<file path="src/rtl/uart_rx_ctrl.sv">
// UART receive controller: baud tick generator, rx synchroniser, 16-deep show-ahead byte FIFO, idle timeout.
// FIFO data visible 1 cycle after push; full FIFO drops new bytes (sticky overflow) unless popped that cycle. Glitch filter: UART_RX_CTRL_GLITCH_FILTER_EN.
module uart_rx_ctrl #(
    parameter int DATA_BITS    = 8,
    parameter int DIV_W        = 16,
    parameter int ADDR_W       = 4,
    parameter int TIMEOUT_BITS = 4
) (
    input  logic                 clk,
    input  logic                 reset,
    input  logic                 enable,
    input  logic [DIV_W-1:0]     divisor,
    input  logic                 rx_pin,
    output logic                 rx_sync,
    output logic                 s_tick,
    input  logic [DATA_BITS-1:0] rx_data_in,
    input  logic                 rx_done_tick_in,
    output logic [DATA_BITS-1:0] m_data,
    output logic                 m_valid,
    input  logic                 m_ready,
    output logic [ADDR_W:0]      fifo_count,
    output logic                 overflow,
    input  logic                 clr_overflow,
    output logic                 timeout_tick
);

    localparam int DEPTH     = 2 ** ADDR_W;
    localparam int TO_THRESH = TIMEOUT_BITS * 16;
    localparam int TO_W      = $clog2(TO_THRESH);
    localparam logic [TO_W-1:0] TO_LAST = TO_W'(TO_THRESH - 1);

    typedef enum logic [1:0] {TO_IDLE, TO_COUNT, TO_DONE} to_state_t;

    // ---------------- baud tick ----------------
    logic [DIV_W-1:0] baud_cnt;
    logic [DIV_W-1:0] baud_lim;

    // >= compare lets a smaller divisor take effect without waiting for a wrap
    assign baud_lim = (divisor == '0) ? '0 : divisor - DIV_W'(1);

    always_ff @(posedge clk or negedge reset) begin
        if (!reset) begin
            baud_cnt <= '0;
            s_tick   <= 1'b0;
        end else if (!enable) begin
            baud_cnt <= '0;
            s_tick   <= 1'b0;
        end else if (baud_cnt >= baud_lim) begin
            baud_cnt <= '0;
            s_tick   <= 1'b1;
        end else begin
            baud_cnt <= baud_cnt + DIV_W'(1);
            s_tick   <= 1'b0;
        end
    end

    // ---------------- rx synchroniser ----------------
    logic sync1, sync2;

    always_ff @(posedge clk or negedge reset) begin
        if (!reset) begin
            sync1 <= 1'b1;
            sync2 <= 1'b1;
        end else begin
            sync1 <= rx_pin;
            sync2 <= sync1;
        end
    end

`ifdef UART_RX_CTRL_GLITCH_FILTER_EN
    logic sync3, filt;

    // majority over the three most recent synchronised samples
    always_ff @(posedge clk or negedge reset) begin
        if (!reset) begin
            sync3 <= 1'b1;
            filt  <= 1'b1;
        end else begin
            sync3 <= sync2;
            filt  <= (sync1 & sync2) | (sync1 & sync3) | (sync2 & sync3);
        end
    end

    assign rx_sync = filt;
`else
    assign rx_sync = sync2;
`endif

    // ---------------- byte FIFO ----------------
    logic [DATA_BITS-1:0] mem [DEPTH];
    logic [ADDR_W-1:0]    wr_ptr, rd_ptr;
    logic                 push_req, push, pop, full, going_empty;

    assign m_valid     = (fifo_count != '0);
    assign full        = (fifo_count == (ADDR_W+1)'(DEPTH));
    assign pop         = m_valid & m_ready;
    assign push_req    = rx_done_tick_in & enable;
    assign push        = push_req & (~full | pop);
    assign going_empty = pop & ~push & (fifo_count == (ADDR_W+1)'(1));
    assign m_data      = m_valid ? mem[rd_ptr] : '0;

    always_ff @(posedge clk) begin
        if (push)
            mem[wr_ptr] <= rx_data_in;
    end

    always_ff @(posedge clk or negedge reset) begin
        if (!reset) begin
            wr_ptr     <= '0;
            rd_ptr     <= '0;
            fifo_count <= '0;
        end else begin
            if (push) wr_ptr <= wr_ptr + ADDR_W'(1);
            if (pop)  rd_ptr <= rd_ptr + ADDR_W'(1);
            case ({push, pop})
                2'b10:   fifo_count <= fifo_count + (ADDR_W+1)'(1);
                2'b01:   fifo_count <= fifo_count - (ADDR_W+1)'(1);
                default: fifo_count <= fifo_count;
            endcase
        end
    end

    // set wins over a simultaneous clear
    always_ff @(posedge clk or negedge reset) begin
        if (!reset)
            overflow <= 1'b0;
        else if (push_req & full & ~pop)
            overflow <= 1'b1;
        else if (clr_overflow)
            overflow <= 1'b0;
    end

    // ---------------- idle timeout ----------------
    to_state_t       to_state, to_state_n;
    logic [TO_W-1:0] to_cnt, to_cnt_n;
    logic            tick_n;

    always_ff @(posedge clk or negedge reset) begin
        if (!reset) begin
            to_state     <= TO_IDLE;
            to_cnt       <= '0;
            timeout_tick <= 1'b0;
        end else begin
            to_state     <= to_state_n;
            to_cnt       <= to_cnt_n;
            timeout_tick <= tick_n;
        end
    end

    always_comb begin
        to_state_n = to_state;
        to_cnt_n   = to_cnt;
        tick_n     = 1'b0;
        if (!m_valid || going_empty) begin
            to_state_n = TO_IDLE;
            to_cnt_n   = '0;
        end else begin
            case (to_state)
                TO_IDLE: begin
                    to_state_n = TO_COUNT;
                    to_cnt_n   = '0;
                end
                TO_COUNT: begin
                    if (push) begin
                        to_cnt_n = '0;
                    end else if (s_tick) begin
                        if (to_cnt == TO_LAST) begin
                            to_state_n = TO_DONE;
                            to_cnt_n   = '0;
                            tick_n     = 1'b1;
                        end else begin
                            to_cnt_n = to_cnt + TO_W'(1);
                        end
                    end
                end
                TO_DONE: begin
                    if (push) begin
                        to_state_n = TO_COUNT;
                        to_cnt_n   = '0;
                    end
                end
                default: begin
                    to_state_n = TO_IDLE;
                    to_cnt_n   = '0;
                end
            endcase
        end
    end

endmodule

</file>
<file path="config.mk">
export PLATFORM = sky130hd
export DESIGN_NAME = uart_rx_ctrl
export DESIGN_NICKNAME = d
export VERILOG_FILES = /design/src/rtl/uart_rx_ctrl.sv
export SDC_FILE = /design/constraint.sdc
export NUM_CORES = 1
export LEC_CHECK = 0
export CORE_UTILIZATION = 49
export CTS_CLUSTER_DIAMETER = 200
export DETAILED_ROUTE_END_ITERATION = 8
export DONT_BUFFER_PORTS = 1
export HOLD_SLACK_MARGIN = 0.05
export PLACE_DENSITY = 0.62
export SYNTH_ARGS = -nofsm -noshare
export SYNTH_HDL_FRONTEND = slang
export SYNTH_SLANG_ARGS = --single-unit
</file>
<file path="constraint.sdc">
create_clock -name clk -period 3.4 [get_ports clk]
set_input_delay 0.34 -clock clk [delete_from_list [all_inputs] [get_ports clk]]
set_output_delay 0.34 -clock clk [all_outputs]
set_load 0.01 [all_outputs]
</file>
# Word-level counts from Yosys, hierarchy flattened
# Memory sizes are Yosys's and may differ from the RTL's.
# Cells that the tools add are included.
word_totals:
  out_inout_bits: 18
  ff_bits: 42
  mem_bits_rw: 128
  mem_count: 1
  elab_cells: 80
  in_bits: 31
mem_list:
  columns: ["memory", "words", "width", "read_ports", "rd_clocked_by_memory_dff", "wr", "line", "text"]
  rows:
  - ["mem", 16, 8, 1, 0, 1, "90", "logic [DATA_BITS-1:0] mem [DEPTH];"]
op_classes:
  n_reduce_logical: 9
  add_sub_neg: 7
  bitwise: 11
  n_mux: 28
  magnitude_cmp: 1
  eq_ne: 12
ops:
  columns: ["cell", "n"]
  rows:
  - ["$mux 16", 3]
  - ["$mux 6", 5]
  - ["$add 16x1->16 const B", 1]
  - ["$ge 16x16->1", 1]
  - ["$logic_not 16->1", 1]
  - ["$sub 16x1->16 const B", 1]
  - ["$ne 3x3->1 const B", 4]
  - ["$pmux 6 s2", 1]
  - ["$mux 1", 11]
  - ["$mux 2", 5]
  - ["$pmux 5 s2", 1]
  - ["$add 4x1->4 const B", 2]
  - ["$mux 8", 1]
  - ["$and 1x1->1", 7]
  - ["$add 6x1->6 const B", 1]
  - ["$eq 6x6->1 const B", 1]
  - ["$pmux 2 s3", 1]
  - ["$add 5x1->5 const B", 1]
  - ["$eq 5x1->1 const B", 1]
  - ["$eq 5x5->1 const B", 1]
  - ["$reduce_bool 5->1", 1]
  - ["$sub 5x1->5 const B", 1]
  - ["$eq 2x1->1 const B", 2]
  - ["$eq 2x2->1 const B", 2]
  - ["9 further kinds", 12]

# Longest topological paths before layout
depth:
  ltp_word: 10
  depth_mapped: 13
  ltp_nobuf: 12

# Worst setup path before layout
# OpenSTA, ideal clock, no wires.
synth_timing:
  kind: "register to register"
  startpoint: "register fifo_count[0]"
  endpoint: "register to_cnt[4]"
  path_stages_with_launch: 13
  required_time_ns: 3.279
  synth_period_minus_slack_ns: 2.773
  setup_ns: 0.121
  slack_ns: 0.627
  path_buffers: 2
  arrival_time_ns: 2.652
  path_cell_list: "dfrtp_1 inv_1 ha_1 nor3b_2 nand2b_1 and2_1 buf_2 ha_1 a21oi_2 or4_4 and3_1 buf_6 a22o_1"
synth_via:
  elab_chain_len: 10
  word_cells_on_any_way: 18
  cone_classes: "4 x eq/ne; 3 x mux; 7 x bitwise; 4 x reduce/logical"
synth_lines:
  columns: ["item", "line", "text"]
  rows:
  - ["start: declaration", "21", "output logic [ADDR_W:0] fifo_count,"]
  - ["start signal: assignment", "116", "2'b10: fifo_count <= fifo_count + (ADDR_W+1)'(1);"]
  - ["start signal: assignment", "117", "2'b01: fifo_count <= fifo_count - (ADDR_W+1)'(1);"]
  - ["start signal: assignment", "118", "default: fifo_count <= fifo_count;"]
  - ["$reduce_bool 5->1 (*)", "94", "assign m_valid = (fifo_count != '0);"]
  - ["via m_valid", "19", "output logic m_valid,"]
  - ["$and 1x1->1 (*)", "96", "assign pop = m_valid & m_ready;"]
  - ["via pop", "92", "logic push_req, push, pop, full, going_empty;"]
  - ["$or 1x1->1", "98", "assign push = push_req & (~full | pop);"]
  - ["$and 1x1->1", "98", null]
  - ["$not 1->1", "99", "assign going_empty = pop & ~push & (fifo_count == (ADDR_W+1)'(1));"]
  - ["$and 1x1->1 (2 in a row)", "99", null]
  - ["$logic_or 1x1->1", "154", "if (!m_valid || going_empty) begin"]
  - ["$ne 4x4->1 (no source line) / $ne 3x3->1 (equally long branches)", null, null]
  - ["$reduce_and 2->1 (no source line)", null, null]
  - ["end signal: assignment", "145", "to_cnt <= to_cnt_n;"]
  - ["end: declaration", "135", "logic [TO_W-1:0] to_cnt, to_cnt_n;"]
# Mark *: on every way through the listed nets, which the timed path passes. The rest lies on a longest branch.
# A chain may end at the register's enable or synchronous reset.

# Final worst setup path
layout_timing:
  startpoint: "register fifo_count[0]"
  endpoint: "register to_cnt[4]"
layout_via:
  elab_chain_len: 10
  word_cells_on_any_way: 18
  cone_classes: "4 x eq/ne; 3 x mux; 7 x bitwise; 4 x reduce/logical"
layout_lines:
  columns: ["item", "line"]
  rows:
  - ["$reduce_bool 5->1 (*)", "94"]
  - ["via m_valid", "19"]
  - ["$and 1x1->1", "96"]
  - ["$or 1x1->1", "98"]
  - ["$and 1x1->1", "98"]
  - ["$not 1->1", "99"]
  - ["$and 1x1->1 (2 in a row)", "99"]
  - ["$logic_or 1x1->1", "154"]
  - ["$ne 4x4->1 (no source line) / $ne 3x3->1 (equally long branches)", null]
  - ["$reduce_and 2->1 (no source line)", null]
# Marks and branches as above.

==> results_dict.tcl <==
set metrics [dict create \
    outcome "complete, no violations" \
    period_minus_slack_ns 3.07 \
    cp_max_fo 7 \
    ys.warnings.count 0 \
    pin_count 49 \
    path_class "register to register" \
    rsz0062_at_grt "no" \
    crit_slowest_cell "dfrtp_1" \
    worst_skew_pair.late_latency_ns 0.42 \
    powerDensity_mw_per_mm2 697 \
    tightestPinTransition_ns 0.764 \
    cts_sinks 170 \
    grt_pass1_wl_mm 23.9 \
    synthMostInstantiatedCell "edfxtp_1" \
    synthTopCellsByCount "128 x edfxtp_1, 48 x nand2_1, 43 x nor2_1" \
    crit_start "fifo_count[0]" \
    postRouteWirelength_mm 14.9 \
    mappedNetlistArea_mm2 0.00774 \
    setup_violations 0 \
    slew-limit-headroom 0.491 \
    final_nets 629 \
    maximum_number_of_pins_on_one_net_before_global_route_repair 43 \
    initial_core_util 0.505 \
    drt_first_pass_iters 4 \
    antenna_left 0 \
    place.gp.congestion 0.735 \
    hold_path_class "input pin to register" \
    synth_top_cell_by_area "edfxtp_1" \
    total_leakage_power_nw 3.24 \
    post-route-drc-count 0 \
    grt_antenna_before_repair 1 \
    first_global_vias 4423 \
    cts.clk_slew.worst_paths_ns 0.06 \
    floorplan.core_area_mm2 0.0153 \
    cts_inserted_buffers 17 \
    die_width_um 128 \
    cp_data_required_time_ns 3.71 \
    synth_edf_count 128 \
    average_via_count_per_standard_cell 5.42 \
    worst-endpoint-arrival_ns 3.37 \
    io_buffers 0 \
    grt_overflow_total 0 \
    synthesis_stage_register_bit_count 170 \
    detailroute.via_count 4305 \
    worst_hold_startpoint "m_ready" \
    regToRegStartpoint "fifo_count[0]" \
    synth-seq-area-share 0.633 \
    max-cap-violations 0 \
    timing.setup.tns_ns 0 \
    synth_area_leaders "edfxtp_1 50%, dfrtp_1 13%, mux4_2 9.3%, ha_1 4.7%, xnor2_1 2.6%" \
    routed_wire_length_per_instance_um 18.8 \
    drive_above_1_share 0.174 \
    totalPowerFinal_w 0.00615 \
    areaGrowthSynthToFinish_pct 14.2 \
    timing.clock.skew_ns 0.00847 \
    grt_util_all_layers 0.202 \
    post-cts-setup-buffer-count 0 \
    slowest_delay_ns 0.52 \
    cts-root-to-sink-buffers 2 \
    crit_path_cell_trace "inv_1 > ha_1 > nor3b_2 > nand2b_1 > and2_1 > ha_1 > a21oi_2 > or4_4 > and3_1 > a22o_1" \
    fillerInstances 1250 \
    post_synth.cell_area_avg_um2 14.6 \
    cts_max_level 4 \
    layout_worst_path_cycle_share 0.902 \
    async_flop_share 0.247 \
    clock_tree_from_tritoncts "yes" \
    synth_cells 530 \
    root_buffer "clkbuf_16" \
    iter_0_drt_violations 213 \
    die_height_um 128 \
    max_clock_freq_mhz 326 \
    hold_viol 0 \
    yosysTopAreaCellShare 0.497 \
    netlist-cell-type-count 53 \
    timing.critical_path.mode_cell "ha_1" \
    detailed_place_hpwl_mm 10.0 \
    irDropWorstVdd_mv 0.403 \
    finalMaxSlewViolations 0 \
    postSynthNetCount 590 \
    endpoint_kind "register" \
    postSynth.topFlopCell "edfxtp_1" \
    core.rowCount 45 \
    fp.dieArea_mm2 0.0163 \
    critical_path_start_type "register" \
]
## final cells by class
cell class | instances | area (um2) | area share
Tap cell | 211 | 264 | 0.0299
Antenna cell | 1 | 2.50 | 0.000283
Clock buffer | 18 | 429 | 0.0486
Clock inverter | 14 | 155 | 0.0176
Timing Repair Buffer | 38 | 328 | 0.0371
Inverter | 16 | 60.1 | 0.00680
Sequential cell | 170 | 4900 | 0.555
Multi-Input combinational cell | 326 | 2700 | 0.305
## state kept, by name (all words and copies together), names as in the netlist
register	count
baud_cnt	16
fifo_count	5
mem	128
overflow	1
rd_ptr	4
rx_sync	1
s_tick	1
sync1	1
timeout_tick	1
to_cnt	6
to_state	2
wr_ptr	4
## routing by layer
metal | global-route usage | share of wire | up-vias
met5 | 0 | 0 | -
met4 | 0.0782 | 0.015 | 0
met3 | 0.0538 | 0.042 | 16
met2 | 0.336 | 0.51 | 96
met1 | 0.254 | 0.44 | 2123
li1 | - | - | 2070
## logic make-up (layout without fill, tap and decap cells)
family                     count (synthesis)  after routing  synth area share
AOI/OAI and AO/OA                         46             46            0.0364
xor gates and xnor gates                  39             39            0.0442
adders and majority gates                 29             29            0.0469
buffers and inverters                     34             86            0.0196
DFF                                      170            170             0.633
muxes                                     50             50             0.117
other                                      0              1                 0
and+or+nand+nor                          162            162             0.103
## final timing paths
path | to | slack, ns | cells after the start
hold / removal | overflow | 0.14 | 3
setup / recovery | to_cnt[4] | 0.33 | 10
setup reg to reg | to_cnt[4] | 0.33 | 10
hold reg to reg | rx_sync | 0.36 | 0
max in group asynchronous | rx_sync | 2.76 | 2
min in group asynchronous | baud_cnt[15] | 0.37 | 2
## metrics by stage
stage               instances  area (um2)   util  hold WS (ns)  worst slack [ns]
CTS                       793        8820  0.576         0.127             0.243
global route              794        8830  0.577         0.146             0.167
finish                    794        8830  0.577         0.142             0.335
global placement          748        8100  0.529        0.0456             0.378
detailed placement        748        8100  0.529        0.0455             0.274
floorplan                 530        7740      -        0.0444             0.627
## power by group
group / switching, W / total [W] / internal (W)
clock: 0.000766 / 0.00191 / 0.00114
combinational: 0.000778 / 0.00153 / 0.000748
sequential: 0.000300 / 0.00272 / 0.00242
## placed cells by master, fill, tap and decap left out, types with 4 or more instances in the layout
master / count
buf_4: 25
and2_1: 6
nor3_1: 9
and3_1: 4
nand2_1: 48
nand4_1: 8
inv_1: 15
ha_1: 29
o22ai_1: 9
a21oi_1: 14
nand3_1: 14
mux2i_1: 17
xnor2_1: 23
mux4_2: 32
o21ai_0: 8
clkbuf_16: 17
clkinvlp_4: 4
nor2_1: 43
nor4_1: 4
edfxtp_1: 128
nand2b_1: 6
xor2_1: 16
dlygate4sd3_1: 12
dfrtp_1: 39
## repair_timing
action                                  in CTS  in global routing
hold buffers                                13                  0
endpoints found under the setup margin       0                  2
resized for setup                            0                  1
endpoints found under the hold margin      173                  0
## critical path: cells and delay by family, from the launching register on
| family | cells | cell delay, ns |
|---|---|---|
| AO/OA/AOI/OAI | 2 | 0.36 |
| adder cells (fa/ha/maj) | 2 | 0.58 |
| buffers and inverters | 1 | 0.08 |
| flip-flops | 1 | 0.52 |
| AND/OR/NAND/NOR | 5 | 1.41 |
(Power assumes the default switching activity.)
